===== src/rtl/i2c_target_regif_if.sv =====
// i2c_target_regif_if: pad and register-file bundle for i2c_target_regif
// Pads: scl_in/sda_in levels in, sda_oe pulls SDA low.
// Register file: reg_addr/reg_wdata/reg_we/reg_re out, reg_rdata in; addr_len_2 selects 16-bit addressing.
// busy marks START..STOP. slave = target side, master = environment side.
interface i2c_target_regif_if #(parameter int DW = 32);
  logic          scl_in;
  logic          sda_in;
  logic          sda_oe;
  logic          addr_len_2;
  logic [15:0]   reg_addr;
  logic [DW-1:0] reg_wdata;
  logic          reg_we;
  logic          reg_re;
  logic [DW-1:0] reg_rdata;
  logic          busy;
  modport slave (
    input  scl_in, sda_in, addr_len_2, reg_rdata,
    output sda_oe, reg_addr, reg_wdata, reg_we, reg_re, busy
  );
  modport master (
    output scl_in, sda_in, addr_len_2, reg_rdata,
    input  sda_oe, reg_addr, reg_wdata, reg_we, reg_re, busy
  );
endinterface


===== src/rtl/i2c_target_regif.sv =====
// i2c_target_regif: I2C target decoding device address, 8/16-bit register address and data words into a register-file port
// Ports: clk system clock (>= 8x SCL); rst async active-low reset; bus (slave modport of i2c_target_regif_if)
//   carrying scl_in, sda_in, sda_oe, addr_len_2, reg_addr, reg_wdata, reg_we, reg_re, reg_rdata, busy.
// Optional: define I2C_TGT_GLITCH_FILTER_EN for a 3-sample majority filter on synchronised scl/sda.
module i2c_target_regif #(
  parameter logic [6:0] DEV_ADDR    = 7'h50,
  parameter int         SYNC_STAGES = 2,
  parameter int         DATA_BYTES  = 4
) (
  input logic               clk,
  input logic               rst,
  i2c_target_regif_if.slave bus
);
  localparam int W  = 8 * DATA_BYTES;
  localparam int BW = $clog2(DATA_BYTES + 1);
  typedef enum logic [3:0] {
    S_IDLE, S_DEV_ADDR, S_DEV_ACK, S_RADDR, S_RADDR_ACK,
    S_WDATA, S_WDATA_ACK, S_RDATA, S_RDATA_ACK, S_WAIT_STOP
  } state_t;
  logic [SYNC_STAGES-1:0] r_scl_sync, r_sda_sync;
  logic w_scl, w_sda, r_scl_d, r_sda_d;
  logic w_rise, w_fall, w_start, w_stop, w_last, w_match;
  state_t r_state, w_state_n;
  logic [3:0] r_cnt, w_cnt_n;
  logic [7:0] r_shift, w_shift_n;
  logic [BW-1:0] r_bytes, w_bytes_n;
  logic r_aidx, w_aidx_n, r_rw, w_rw_n, r_sda_oe, w_oe_n;
  logic [15:0] r_addr, w_addr_n;
  logic [W-1:0] r_wdata, w_wdata_n, r_rword, w_rword_n;
  logic r_we, w_we_n, r_re, w_re_n, r_re_d, r_busy, w_busy_n;
  always_ff @(posedge clk or negedge rst)
    if (!rst) begin
      r_scl_sync <= '1;
      r_sda_sync <= '1;
      r_scl_d    <= 1'b1;
      r_sda_d    <= 1'b1;
    end else begin
      r_scl_sync <= {r_scl_sync[SYNC_STAGES-2:0], bus.scl_in};
      r_sda_sync <= {r_sda_sync[SYNC_STAGES-2:0], bus.sda_in};
      r_scl_d    <= w_scl;
      r_sda_d    <= w_sda;
    end
`ifdef I2C_TGT_GLITCH_FILTER_EN
  // Majority of the current and two previous samples: a 1-cycle pulse never wins.
  logic [1:0] r_scl_h, r_sda_h;
  logic w_s, w_d;
  assign w_s = r_scl_sync[SYNC_STAGES-1];
  assign w_d = r_sda_sync[SYNC_STAGES-1];
  always_ff @(posedge clk or negedge rst)
    if (!rst) begin
      r_scl_h <= '1;
      r_sda_h <= '1;
    end else begin
      r_scl_h <= {r_scl_h[0], w_s};
      r_sda_h <= {r_sda_h[0], w_d};
    end
  assign w_scl = (w_s & r_scl_h[0]) | (w_s & r_scl_h[1]) | (r_scl_h[0] & r_scl_h[1]);
  assign w_sda = (w_d & r_sda_h[0]) | (w_d & r_sda_h[1]) | (r_sda_h[0] & r_sda_h[1]);
`else
  assign w_scl = r_scl_sync[SYNC_STAGES-1];
  assign w_sda = r_sda_sync[SYNC_STAGES-1];
`endif
  assign w_rise  = w_scl & ~r_scl_d;
  assign w_fall  = ~w_scl & r_scl_d;
  assign w_start = w_scl & r_scl_d & r_sda_d & ~w_sda;
  assign w_stop  = w_scl & r_scl_d & ~r_sda_d & w_sda;
  assign w_last  = r_bytes == BW'(DATA_BYTES - 1);
  assign w_match = r_shift[7:1] == DEV_ADDR;
  always_ff @(posedge clk or negedge rst)
    if (!rst) begin
      r_state  <= S_IDLE;
      r_cnt    <= '0;
      r_shift  <= '0;
      r_bytes  <= '0;
      r_aidx   <= 1'b0;
      r_rw     <= 1'b0;
      r_sda_oe <= 1'b0;
      r_addr   <= '0;
      r_wdata  <= '0;
      r_rword  <= '0;
      r_we     <= 1'b0;
      r_re     <= 1'b0;
      r_re_d   <= 1'b0;
      r_busy   <= 1'b0;
    end else begin
      r_state  <= w_state_n;
      r_cnt    <= w_cnt_n;
      r_shift  <= w_shift_n;
      r_bytes  <= w_bytes_n;
      r_aidx   <= w_aidx_n;
      r_rw     <= w_rw_n;
      r_sda_oe <= w_oe_n;
      r_addr   <= w_addr_n;
      r_wdata  <= w_wdata_n;
      r_rword  <= w_rword_n;
      r_we     <= w_we_n;
      r_re     <= w_re_n;
      r_re_d   <= r_re;
      r_busy   <= w_busy_n;
    end
  always_comb begin
    w_state_n = r_state;
    w_cnt_n   = r_cnt;
    w_shift_n = r_shift;
    w_bytes_n = r_bytes;
    w_aidx_n  = r_aidx;
    w_rw_n    = r_rw;
    w_oe_n    = r_sda_oe;
    w_addr_n  = r_we ? r_addr + 16'd1 : r_addr;
    w_wdata_n = r_wdata;
    w_rword_n = r_re_d ? bus.reg_rdata : r_rword;
    w_we_n    = 1'b0;
    w_re_n    = 1'b0;
    w_busy_n  = r_busy;
    if (w_start) begin
      w_state_n = S_DEV_ADDR;
      w_cnt_n   = '0;
      w_shift_n = '0;
      w_bytes_n = '0;
      w_aidx_n  = 1'b0;
      w_oe_n    = 1'b0;
      w_busy_n  = 1'b1;
    end else if (w_stop) begin
      w_state_n = S_IDLE;
      w_oe_n    = 1'b0;
      w_busy_n  = 1'b0;
    end else if (w_rise) begin
      case (r_state)
        S_DEV_ADDR, S_RADDR, S_WDATA: begin
          w_shift_n = {r_shift[6:0], w_sda};
          w_cnt_n   = r_cnt + 4'd1;
          if (r_state == S_WDATA) begin
            w_wdata_n = {r_wdata[W-2:0], w_sda};
            if (r_cnt == 4'd7) begin
              w_we_n    = w_last;
              w_bytes_n = w_last ? '0 : r_bytes + 1'b1;
            end
          end
        end
        S_RDATA: w_cnt_n = r_cnt + 4'd1;
        // Controller ACK/NACK; ACK on the last byte fetches the next word.
        S_RDATA_ACK: begin
          w_state_n = w_sda ? S_WAIT_STOP : S_RDATA_ACK;
          w_bytes_n = (w_sda || w_last) ? '0 : r_bytes + 1'b1;
          w_addr_n  = (!w_sda && w_last) ? r_addr + 16'd1 : r_addr;
          w_re_n    = !w_sda && w_last;
        end
        default: ;
      endcase
    end else if (w_fall) begin
      case (r_state)
        S_DEV_ADDR: if (r_cnt == 4'd8) begin
          w_state_n = w_match ? S_DEV_ACK : S_WAIT_STOP;
          w_oe_n    = w_match;
          w_rw_n    = r_shift[0];
          w_re_n    = w_match & r_shift[0];
        end
        S_RADDR: if (r_cnt == 4'd8) begin
          w_state_n = S_RADDR_ACK;
          w_oe_n    = 1'b1;
          w_aidx_n  = bus.addr_len_2 & ~r_aidx;
          w_addr_n  = (bus.addr_len_2 && !r_aidx) ? {r_shift, r_addr[7:0]}
                    : {bus.addr_len_2 ? r_addr[15:8] : 8'h00, r_shift};
        end
        S_WDATA: if (r_cnt == 4'd8) begin
          w_state_n = S_WDATA_ACK;
          w_oe_n    = 1'b1;
        end
        S_DEV_ACK: begin
          w_cnt_n   = '0;
          w_state_n = r_rw ? S_RDATA : S_RADDR;
          w_oe_n    = r_rw & ~r_rword[W-1];
        end
        S_RADDR_ACK: begin
          w_cnt_n   = '0;
          w_oe_n    = 1'b0;
          w_state_n = r_aidx ? S_RADDR : S_WDATA;
        end
        S_WDATA_ACK: begin
          w_cnt_n   = '0;
          w_oe_n    = 1'b0;
          w_state_n = S_WDATA;
        end
        // Word shifts left each fall so the next bit to drive always sits at the MSB.
        S_RDATA: begin
          w_rword_n = r_rword << 1;
          w_oe_n    = (r_cnt == 4'd8) ? 1'b0 : ~r_rword[W-2];
          w_state_n = (r_cnt == 4'd8) ? S_RDATA_ACK : S_RDATA;
        end
        S_RDATA_ACK: begin
          w_cnt_n   = '0;
          w_state_n = S_RDATA;
          w_oe_n    = ~r_rword[W-1];
        end
        default: ;
      endcase
    end
  end
  assign bus.sda_oe    = r_sda_oe;
  assign bus.reg_addr  = r_addr;
  assign bus.reg_wdata = r_wdata;
  assign bus.reg_we    = r_we;
  assign bus.reg_re    = r_re;
  assign bus.busy      = r_busy;
endmodule


===== src/flat_wrapper.sv =====
// flat-port wrapper written by rule: the top's interface ports become plain ports
module i2c_target_regif_flat 
#(
  parameter logic [6:0] DEV_ADDR    = 7'h50,
  parameter int         SYNC_STAGES = 2,
  parameter int         DATA_BYTES  = 4
)
  (clk, rst, bus_scl_in, bus_sda_in, bus_addr_len_2, bus_reg_rdata, bus_sda_oe, bus_reg_addr, bus_reg_wdata, bus_reg_we, bus_reg_re, bus_busy);
  i2c_target_regif_if #(.DW(32)) bus_i ();
  input logic clk;
  input logic rst;
  input wire logic [$bits(bus_i.scl_in)-1:0] bus_scl_in;
  input wire logic [$bits(bus_i.sda_in)-1:0] bus_sda_in;
  input wire logic [$bits(bus_i.addr_len_2)-1:0] bus_addr_len_2;
  input wire logic [$bits(bus_i.reg_rdata)-1:0] bus_reg_rdata;
  output wire logic [$bits(bus_i.sda_oe)-1:0] bus_sda_oe;
  output wire logic [$bits(bus_i.reg_addr)-1:0] bus_reg_addr;
  output wire logic [$bits(bus_i.reg_wdata)-1:0] bus_reg_wdata;
  output wire logic [$bits(bus_i.reg_we)-1:0] bus_reg_we;
  output wire logic [$bits(bus_i.reg_re)-1:0] bus_reg_re;
  output wire logic [$bits(bus_i.busy)-1:0] bus_busy;
  assign bus_i.scl_in = bus_scl_in;
  assign bus_i.sda_in = bus_sda_in;
  assign bus_i.addr_len_2 = bus_addr_len_2;
  assign bus_i.reg_rdata = bus_reg_rdata;
  assign bus_sda_oe = bus_i.sda_oe;
  assign bus_reg_addr = bus_i.reg_addr;
  assign bus_reg_wdata = bus_i.reg_wdata;
  assign bus_reg_we = bus_i.reg_we;
  assign bus_reg_re = bus_i.reg_re;
  assign bus_busy = bus_i.busy;
  i2c_target_regif #(.DEV_ADDR(DEV_ADDR), .SYNC_STAGES(SYNC_STAGES), .DATA_BYTES(DATA_BYTES)) u_core (.clk(clk), .rst(rst), .bus(bus_i));
endmodule

===== config.mk =====
export PLATFORM = sky130hd
export DESIGN_NAME = i2c_target_regif_flat
export DESIGN_NICKNAME = d
export VERILOG_FILES = /design/src/rtl/i2c_target_regif_if.sv /design/src/rtl/i2c_target_regif.sv /design/src/flat_wrapper.sv
export SDC_FILE = /design/constraint.sdc
export NUM_CORES = 1
export LEC_CHECK = 0
export ABC_AREA = 0
export BUFFER_PORTS_ARGS = -buffer_cell sky130_fd_sc_hd__buf_2
export CAP_MARGIN = 5
export CORE_AREA = 5 5 150 152
export DETAILED_ROUTE_END_ITERATION = 7
export DIE_AREA = 0 0 155 157
export SYNTH_ARGS = -nofsm -noshare
export SYNTH_HDL_FRONTEND = slang
export SYNTH_SLANG_ARGS = --single-unit

===== constraint.sdc =====
create_clock -name clk -period 4.1 [get_ports clk]
set_input_delay 0.82 -clock clk [delete_from_list [all_inputs] [get_ports clk]]
set_output_delay 0.82 -clock clk [all_outputs]
set_load 0.01 [all_outputs]

==> results by group <==
Run status
  – Status: finished clean

Yosys
  – Number of synthesized flops with an enable pin: 0
  – Post-synthesis async set-or-reset flop share: 1.00
  – Top-area cell type share of the netlist area: 0.428
  – Top FF cell, synth: dfrtp_1
  – Top post-synthesis cells by count: dfrtp_1 (106), nand2_1 (82), o21ai_0 (64)
  – Synthesized instance count: 633
  – Synth area leaders: dfrtp_1 (43%), mux2_2 (6.5%), mux2i_1 (5.5%)
  – Sequential area share after synthesis: 0.454
  – Mapped Nets: 679
  – Cell taking the most area after synthesis: dfrtp_1
  – Synth warn: 0
  – Syn Std Cell Area: 6190 um2
  – #FFs+latches synth: 112
  – Top-count cell post-synth: dfrtp_1
  – Post-Syn Area per Cell: 9.78 um2
  – Yosys cell types: 80

Finish
  – Layout cell share with drive strength beyond 1: 0.242
  – Nets: 743
  – P&R area growth vs syn: 15.6%
  – # diodes: 0
  – Fin area: 7160 um2
  – Fin cells: 977

Clock tree
  – CTS buffer count: 9
  – Clock Latency Late Sink: 0.35 ns
  – Clock Path Buffers: 2
  – Post-CTS setup buffers: 0
  – Clk sink count: 112
  – Clk slew on worst S/H paths: 0.07 ns
  – Cts repair resizes: 0
  – Clk root buf: clkbuf_16
  – CTS tree: built
  – Hold_buf cts: 0
  – Htree depth: 3

GRT
  – Number of global-route vias before repair: 4908
  – First-pass GRT wire length: 26100 um
  – Largest net degree at the start of global routing: 64
  – Initial antenna violation count: 0
  – GRT overflow: 0
  – Total GRT Usage: 0.130

Timing
  – Tcrit/Tclk final: 0.731
  – Hold Violations, Final: 0
  – Final max-slew violation count: 0
  – Slew HR: 0.368
  – F_max: 334 MHz
  – Final count of negative-setup-slack endpoints: 0
  – Worst-Margin Slew: 0.948 ns
  – Worst Slack Setup Final: 1.10 ns
  – Setup TNS: 0 ns
  – RSZ-0062 raised after global routing: no
  – Clock Skew: 0.00902 ns
  – Post-route minimum period: 3.00 ns

Routing
  – Antenna Nets Post-Route: 0
  – WL/cell: 16.3 um
  – First drt pass iteration count: 5
  – Vias per cell: 5.21
  – WL final: 16000 um
  – DR iter-0 viols: 336
  – # DRC: 0
  – Via count: 5090

Setup path
  – Critical path fanouts, max: 22
  – Setup crit start kind: flip-flop
  – Worst Setup End Kind: flip-flop
  – Worst Path Required: 4.39 ns
  – Setup CP Type: flip-flop to flip-flop
  – Critical path arrival: 3.29 ns

Pwr
  – Total Power: 3680 uW
  – Max IR drop VDD: 0.238 mV
  – PwrDens: 514 nW/um2
  – Leak: 0.00293 uW

Run
  – Max Cap Viol: 0

Floorplanning
  – IO Pins: 89
  – Cell Rows: 53
  – Starting density of the core: 0.296
  – Die Span Y: 157 um
  – Die W: 155 um
  – Placeable Area: 20900 um2
  – Die ar.: 24300 um2

Place
  – Cell Area, Placed: 6860 um2
  – Dpl hpwl: 11000 um
  – Dpl ws: 1.15 ns
  – Final GP Congestion: 0.872
  – PortBufs: 88
  – Inst Count DP: 961

Min path
  – Hold Crit Class: flip-flop to flip-flop
[metal layers]
metal / GRT usage / vias up / part of all wire
met1: 0.183 / 2466 / 0.47
met4: 0.0307 / 0 / 0.014
met5: 0 / - / 0
met2: 0.202 / 163 / 0.46
met3: 0.0355 / 21 / 0.060
li1: - / 2440 / -
[metrics by stage]
stage                     hold slack, ns   util
final                              0.358  0.343
after global routing               0.365  0.343
after CTS                          0.361  0.343
after detailed placement           0.353  0.329
after global placement             0.348  0.329
after floorplan                    0.345      -
[layout make-up]
| cell class | instances | area, um2 |
|---|---|---|
| Inverter | 11 | 41.3 |
| Clock inverter | 3 | 43.8 |
| Timing Repair Buffer | 94 | 500 |
| Multi-Input combinational cell | 469 | 3170 |
| Sequential cell | 112 | 2810 |
| Tap cell | 275 | 344 |
| Clock buffer | 13 | 250 |
| Fill cell | 2181 | 13700 |
[worst paths after layout]
| path | from | to | slack (ns) | depth (start not counted) |
|---|---|---|---|---|
| max in group asynchronous | rst | u_core.r_scl_sync[0]$_DFF_PN1_ | 2.76 | 2 |
| max reg2reg | u_core.r_scl_sync[1]$_DFF_PN1_ | u_core.bus.reg_addr[0]$_DFFE_PN0P_ | 1.10 | 7 |
| min in group asynchronous | rst | u_core.bus.reg_wdata[18]$_DFFE_PN0P_ | 0.53 | 1 |
| min reg2reg | u_core.r_scl_sync[0]$_DFF_PN1_ | u_core.r_scl_sync[1]$_DFF_PN1_ | 0.36 | 0 |
| min | u_core.r_scl_sync[0]$_DFF_PN1_ | u_core.r_scl_sync[1]$_DFF_PN1_ | 0.36 | 0 |
| max | u_core.r_scl_sync[1]$_DFF_PN1_ | u_core.bus.reg_addr[0]$_DFFE_PN0P_ | 1.10 | 7 |
[logic make-up after synthesis]
family | Yosys count | synth area share
xor gates and xnor gates | 17 | 0.0240
and+or+nand+nor | 210 | 0.174
muxes | 71 | 0.122
AOI/OAI and AO/OA | 162 | 0.172
adders and majority gates | 9 | 0.0182
DFF | 112 | 0.454
buffers and inverters | 52 | 0.0356
[sequential cells by signal (all words and copies together) (netlist names), 2 cells and up]
register,flops
u_core.r_cnt,4
u_core.r_scl_sync,2
u_core.bus.reg_wdata,32
u_core.r_state,4
u_core.r_bytes,3
u_core.r_rword,32
u_core.r_shift,8
u_core.r_sda_sync,2
u_core.bus.reg_addr,16
[report_power, final]
group | internal (uW) | switching, uW
clock | 493 | 407
combinational | 468 | 544
sequential | 1380 | 389
[critical path: stages, from the launching register on]
cell,delay [ns]
dfstp_2,0.56
ha_1,0.75
inv_1,0.41
o21ai_1,0.19
buf_4,0.25
o32ai_2,0.19
a2111oi_1,0.40
a221o_1,0.17
[cells in the final DEF (no fill, tap or decap), types with 5 or more instances in the layout]
cell type	synthesis	final
nand2_1	82	82
o21ai_0	64	64
mux2i_1	34	34
clkbuf_16	0	9
dfstp_2	6	6
dfrtp_1	106	105
a21oi_1	27	27
nor3_1	14	14
buf_2	11	87
nand3_1	24	24
xor2_1	10	10
o21ai_1	5	5
xnor2_1	7	7
a31oi_1	7	7
and3_1	9	9
inv_1	11	11
mux2_2	36	36
nand4_1	9	9
nor2_1	31	31
ha_1	9	9
buf_4	1	6
Power figures use the tool's default switching activity.
